`src/rtl/pico_isa_pkg.sv`:
```
// Shared definitions for the pico instruction path: opcodes, field positions
// and sequencer state encodings.
package pico_isa_pkg;

  typedef enum logic [1:0] {
    ADD  = 2'd0,
    IMM  = 2'd1,
    MULT = 2'd2,
    BRAN = 2'd3
  } opcode_e;

  // opcode sits in the top OPC_W bits; the branch offset starts at OFF_LSB
  localparam int OPC_W   = 2;
  localparam int OFF_LSB = 0;

  typedef enum logic [2:0] {
    S_IDLE  = 3'd0,
    S_PRIME = 3'd1,
    S_RUN   = 3'd2,
    S_STALL = 3'd3,
    S_HALT  = 3'd4
  } seq_state_e;

endpackage

```
`src/rtl/pc_target.sv`:
```
// Next-PC arithmetic: sequential increment and sign-extended branch target,
// both wrapping modulo 2^PC_W.
module pc_target #(
  parameter int PC_W  = 8,
  parameter int OFF_W = 8
) (
  input  logic [PC_W-1:0]  seq_base,
  input  logic [PC_W-1:0]  bran_base,
  input  logic [OFF_W-1:0] offset,
  input  logic             take,
  output logic [PC_W-1:0]  seq_pc,
  output logic [PC_W-1:0]  next_pc
);

  logic [PC_W-1:0] off_ext;
  logic [PC_W-1:0] bran_pc;

  assign off_ext = PC_W'($signed(offset));
  assign seq_pc  = seq_base + PC_W'(1);
  assign bran_pc = bran_base + off_ext;
  assign next_pc = take ? bran_pc : seq_pc;

endmodule

```
`src/rtl/instr_sequencer.sv`:
```
// Fetch/issue sequencer: owns the PC, fetches from a 1-cycle-latency program
// memory and redirects or stalls on decoder flags. Define SELF_LOOP_HALT_EN to
// turn a taken zero-offset branch into a permanent HALT.
//
//   state | meaning
//   IDLE  | stopped, fetch_pc held, waiting for run
//   PRIME | fetch issued, memory word not yet valid (also branch bubble)
//   RUN   | instr_out live, one retire per cycle
//   STALL | waiting for mult_done, PCs held
//   HALT  | self-loop reached, frozen until reset (macro builds only)
module instr_sequencer
  import pico_isa_pkg::*;
#(
  parameter int PC_W    = 8,
  parameter int INSTR_W = 24,
  parameter int OFF_W   = 8
) (
  input  logic               clk,
  input  logic               n_reset,
  input  logic               run,
  output logic [PC_W-1:0]    imem_addr,
  input  logic [INSTR_W-1:0] imem_rdata,
  output logic [INSTR_W-1:0] instr_out,
  output logic [1:0]         opcode,
  output logic               instr_valid,
  output logic               instr_retire,
  output logic [PC_W-1:0]    issue_pc,
  input  logic               bran_in,
  input  logic               bran_cond,
  input  logic               mult_flag_in,
  input  logic               mult_done,
  output logic               stall,
  output logic               halted
);

  localparam logic [2:0] ST_IDLE  = S_IDLE;
  localparam logic [2:0] ST_PRIME = S_PRIME;
  localparam logic [2:0] ST_RUN   = S_RUN;
  localparam logic [2:0] ST_STALL = S_STALL;
`ifdef SELF_LOOP_HALT_EN
  localparam logic [2:0] ST_HALT  = S_HALT;
`endif

  logic [2:0]       state, state_nxt;
  logic [PC_W-1:0]  fetch_pc, fetch_nxt, issue_nxt;
  logic [PC_W-1:0]  seq_pc, next_pc;
  logic [OFF_W-1:0] offset;
  logic             mult_wait, take_branch, retire;

  assign instr_out = imem_rdata;
  assign opcode    = imem_rdata[INSTR_W-1 -: OPC_W];
  assign offset    = imem_rdata[OFF_LSB +: OFF_W];
  assign imem_addr = fetch_pc;

  assign mult_wait   = mult_flag_in & ~mult_done;
  assign take_branch = (state == ST_RUN) & ~mult_wait & bran_in & bran_cond;

  pc_target #(
    .PC_W  (PC_W),
    .OFF_W (OFF_W)
  ) u_pc_target (
    .seq_base  (fetch_pc),
    .bran_base (issue_pc),
    .offset    (offset),
    .take      (take_branch),
    .seq_pc    (seq_pc),
    .next_pc   (next_pc)
  );

  // When run drops, fetch_pc keeps the address of the next instruction so
  // PRIME can re-fetch it on restart.
  always_comb begin
    state_nxt = state;
    fetch_nxt = fetch_pc;
    issue_nxt = issue_pc;
    retire    = 1'b0;
    case (state)
      ST_IDLE: begin
        if (run) state_nxt = ST_PRIME;
      end
      ST_PRIME: begin
        issue_nxt = fetch_pc;
        fetch_nxt = seq_pc;
        state_nxt = ST_RUN;
      end
      ST_RUN: begin
        if (mult_wait) begin
          state_nxt = ST_STALL;
        end else if (take_branch) begin
          retire = 1'b1;
`ifdef SELF_LOOP_HALT_EN
          if (offset == '0) begin
            state_nxt = ST_HALT;
          end else begin
            fetch_nxt = next_pc;
            state_nxt = run ? ST_PRIME : ST_IDLE;
          end
`else
          fetch_nxt = next_pc;
          state_nxt = run ? ST_PRIME : ST_IDLE;
`endif
        end else begin
          retire    = 1'b1;
          issue_nxt = fetch_pc;
          fetch_nxt = run ? seq_pc : fetch_pc;
          state_nxt = run ? ST_RUN : ST_IDLE;
        end
      end
      ST_STALL: begin
        if (mult_done) begin
          retire    = 1'b1;
          issue_nxt = fetch_pc;
          fetch_nxt = run ? seq_pc : fetch_pc;
          state_nxt = run ? ST_RUN : ST_IDLE;
        end
      end
`ifdef SELF_LOOP_HALT_EN
      ST_HALT: state_nxt = ST_HALT;
`endif
      default: state_nxt = ST_IDLE;
    endcase
  end

  always_ff @(posedge clk or negedge n_reset) begin
    if (!n_reset) begin
      state    <= ST_IDLE;
      fetch_pc <= '0;
      issue_pc <= '0;
    end else begin
      state    <= state_nxt;
      fetch_pc <= fetch_nxt;
      issue_pc <= issue_nxt;
    end
  end

  assign instr_valid  = (state == ST_RUN) | (state == ST_STALL);
  assign instr_retire = retire;
  assign stall        = (state == ST_STALL);
`ifdef SELF_LOOP_HALT_EN
  assign halted = (state == ST_HALT);
`else
  assign halted = 1'b0;
`endif

endmodule
```
`config.mk`:
```
export PLATFORM = sky130hd
export DESIGN_NAME = instr_sequencer
export DESIGN_NICKNAME = d
export VERILOG_FILES = /design/src/rtl/pico_isa_pkg.sv /design/src/rtl/pc_target.sv /design/src/rtl/instr_sequencer.sv
export SDC_FILE = /design/constraint.sdc
export NUM_CORES = 1
export LEC_CHECK = 0
export CAP_MARGIN = 10
export CORE_MARGIN = 1
export CORE_UTILIZATION = 30
export DETAILED_ROUTE_END_ITERATION = 10
export PLACE_DENSITY = 0.63
export SLEW_MARGIN = 20
export SYNTH_ARGS = -nofsm -noshare
export SYNTH_HDL_FRONTEND = slang
export SYNTH_SLANG_ARGS = --single-unit
```
`constraint.sdc`:
```
create_clock -name clk -period 4.79 [get_ports clk]
set_clock_uncertainty 0.15 [all_clocks]
set_input_delay 0.7185 -clock clk [delete_from_list [all_inputs] [get_ports clk]]
set_output_delay 0.7185 -clock clk [all_outputs]
set_load 0.01 [all_outputs]
```
==> metrics.txt <==
Layout Nets 231; setup_tns 0 ps; met3 Use GR 2.71%; run status finished, final reports clean; end of the critical path instr_retire; met1 Usage GRT 19.2%; critical path depth 4; Startpoint Class primary input; placed cells between 200 and 300; Reg2Reg Setup Slack 2430 ps; Final Power 1.15 mW; Post-Synthesis Cell Area 1580 µm²; Vias/cell 5.02; DRC viols 0; Slew headroom about two fifths; area delta synth->final 19.6%; Final Max Tran Viols 0; commonest cells in the netlist 27 x buf_4, 18 x dfrtp_1, 13 x o21ai_0; path depth of the worst reg2reg path 5; post-DP HPWL roughly 2700 µm; CP most frequent cell clkdlybuf4s50_1; switching share of power 42.3%; leading area contributor after synthesis dfrtp_1; worst hold path type reg -> reg; Worst-Skew Late Latency 260 ps; Cell Pwr Density 610 nW/µm²; Tmin final 2950 ps; starting density of the core 31.0%; total grt overflow 0; register area share after synthesis 28.6%; post-route ant nets 0; Synth Instances 180; cell internal pwr 0.663 mW; Routed wire per std cell 13.9 µm; max-capacitance violation count 0; die area roughly 5500 µm²; ant diodes 0; Pre-antenna DRT Iters 4; DR iter-0 viols 68; Hold Buf Count CTS 0; sequential standard cell area about 450 µm²; Distinct cells, synth between 40 and 50; Crit path required time slightly below 4000 ps; Clock Tree Buf Depth 2; clk slew on worst S/H paths around 80 ps; Hold Fails Final Rpt 0; Die H 74.5 µm; largest stage delay on the critical path 550 ps; Synth Register Bits 18; RSZ-0062 raised after global routing false; Filler cells between 500 and 600; LEAKAGE 0.743 nW; CP cell instances clkdlybuf4s50_1 -> o21ba_4 -> nor2_1 -> clkdlybuf4s50_1; CTS tree built; Reg power frac between 20 and 30%; WS Path Type in -> out; Site Rows 26; fmax 0.339 GHz; FF-to-FF Start state[1]$_DFFE_PN0P_; power share of the clock group 11.5%; Critical Path Sink Type output port; Crit-path slowest cell clkdlybuf4s50_1; H-Tree Level Count 1; first-pass GRT wire length 5710 µm; crit path from mult_flag_in; Worst EP arrival about 2100 ps; Final GP Congestion 0.784; YS warnings 0; Final Non-Filler Cells 260; total length of routed wires 3610 µm; largest net degree at the start of global routing 19; P_sw 0.487 mW; syn_area_per_cell 8.75 µm²; Tot GR Track Use a little over an eighth; Worst-Margin Slew 895 ps; post-CTS setup buffer count 0; r2r endpoint imem_addr[5]$_DFFE_PN0P_; peak supply drop 218 µV; vias in the first global route 1,202; worst path bufs/invs 2; I/O Pins just under 80; Area contributors post-synth dfrtp_1 29%, buf_4 13%, ha_1 6.4%; core area about 5100 µm²; Max FO, Critical Path 4; fin crit share roughly 62%; Post-CTS Resized 0; Comb pwr share 59.5%; syn nets 220; CTS sink count 18; area share of the leading cell type in the synthesized netlist between 20% and 30%; Post-synth EDFFs 0; grt met2 use 20.5%; initial antenna violation count 0; Most used DFF post-synth dfrtp_1; CTS buffer count 3; area of the multi-input gates 855 µm²; vias 1,305; most used routing layer met2; PortBufs 41; CP delay by family, top buffers and inverters; top-count cell post-synth buf_4; ys async rst share 100%; layout cells sized above 1 about 10%; Final setup viols 0; root buffer cell clkbuf_8; Die Wd about 74 µm
per-stage QoR:
step	hold WS [ps]	area (µm²)	utilization [%]	worst slack (ps)
floorplan	273	1580	-	2430
global placement	371	1830	36.0	1860
detailed placement	380	1830	36.0	1850
CTS	398	1880	37.1	1840
global route	420	1880	37.1	1780
finish	395	1880	37.1	1840
how the worst min path moves through the flow:
stage	from	endpoint	slack (ps)	depth (start not counted)
6_report	issue_pc[6]$_DFFE_PN0P_	issue_pc[6]$_DFFE_PN0P_	400	1
5_1_grt	issue_pc[2]$_DFFE_PN0P_	issue_pc[2]$_DFFE_PN0P_	420	1
4_1_cts	issue_pc[6]$_DFFE_PN0P_	issue_pc[6]$_DFFE_PN0P_	400	1
3_5_place_dp	issue_pc[6]$_DFFE_PN0P_	issue_pc[6]$_DFFE_PN0P_	380	1
3_3_place_gp	issue_pc[2]$_DFFE_PN0P_	issue_pc[2]$_DFFE_PN0P_	370	1
2_1_floorplan	n_reset	imem_addr[0]$_DFFE_PN0P_	270	0
worst reg2reg max path: stages, from the launching register on:
cell and delay, ps:
dfrtp_1 600, inv_1 230, o21a_1 360, or4_4 590, a311oi_2 250, a211oi_1 70
placed cells by master, fill, tap and decap left out, types with 2 or more instances in the layout:
master / synthesis / routed
a31oi_1: 5 / 5
o21a_1: 3 / 3
a22oi_1: 4 / 4
a21o_1: 2 / 2
xnor2_1: 4 / 4
nor2_1: 9 / 9
nor4_1: 2 / 2
nand2_1: 11 / 11
nor3_1: 4 / 4
inv_1: 5 / 5
nand2b_1: 4 / 4
nand3_1: 3 / 3
o22ai_1: 3 / 3
dfrtp_1: 18 / 18
mux2_2: 8 / 8
o21ai_0: 13 / 13
nor2b_1: 3 / 3
ha_1: 8 / 8
nand4_1: 2 / 2
clkdlybuf4s50_1: 0 / 41
xor2_1: 2 / 2
clkbuf_8: 0 / 4
a211oi_1: 3 / 3
a21oi_1: 8 / 8
final cells by class:
| class | instances | area share [%] |
|---|---|---|
| clock buffers | 4 | 2.92 |
| inverters | 5 | 0.996 |
| multi-input cells | 121 | 45.4 |
| flip-flops and latches | 18 | 23.9 |
| well taps | 70 | 4.65 |
| repair buffers | 42 | 22.2 |
logic make-up after synthesis:
group                      count (synthesis)  synth area share (%)
and+or+nand+nor                           46                  15.3
muxes                                      9                  6.35
DFF                                       18                  28.6
xor gates and xnor gates                   6                  3.34
adders and majority gates                  9                  7.63
AOI/OAI and AO/OA                         50                  21.4
other                                      1                 0.238
buffers and inverters                     41                  17.2
power by group through the flow:
stage / sequential, mW / combinational (mW) / clock, mW
after global routing: 0.348 / 0.757 / 0.140
after floorplan: 0.315 / 0.485 / 0
after detailed placement: 0.337 / 0.685 / 0
final: 0.334 / 0.684 / 0.132
after CTS: 0.335 / 0.689 / 0.133
after global placement: 0.336 / 0.685 / 0
registers in the layout (all words and copies together), names as in the netlist:
register,count
imem_addr,8
issue_pc,8
state,2
layer usage:
metal	part of all wire, %	wire length, µm
met1	49	1780
met2	44	1580
met3	5.4	194
met4	1.4	49
met5	0	0
Power figures use the tool's default switching activity.
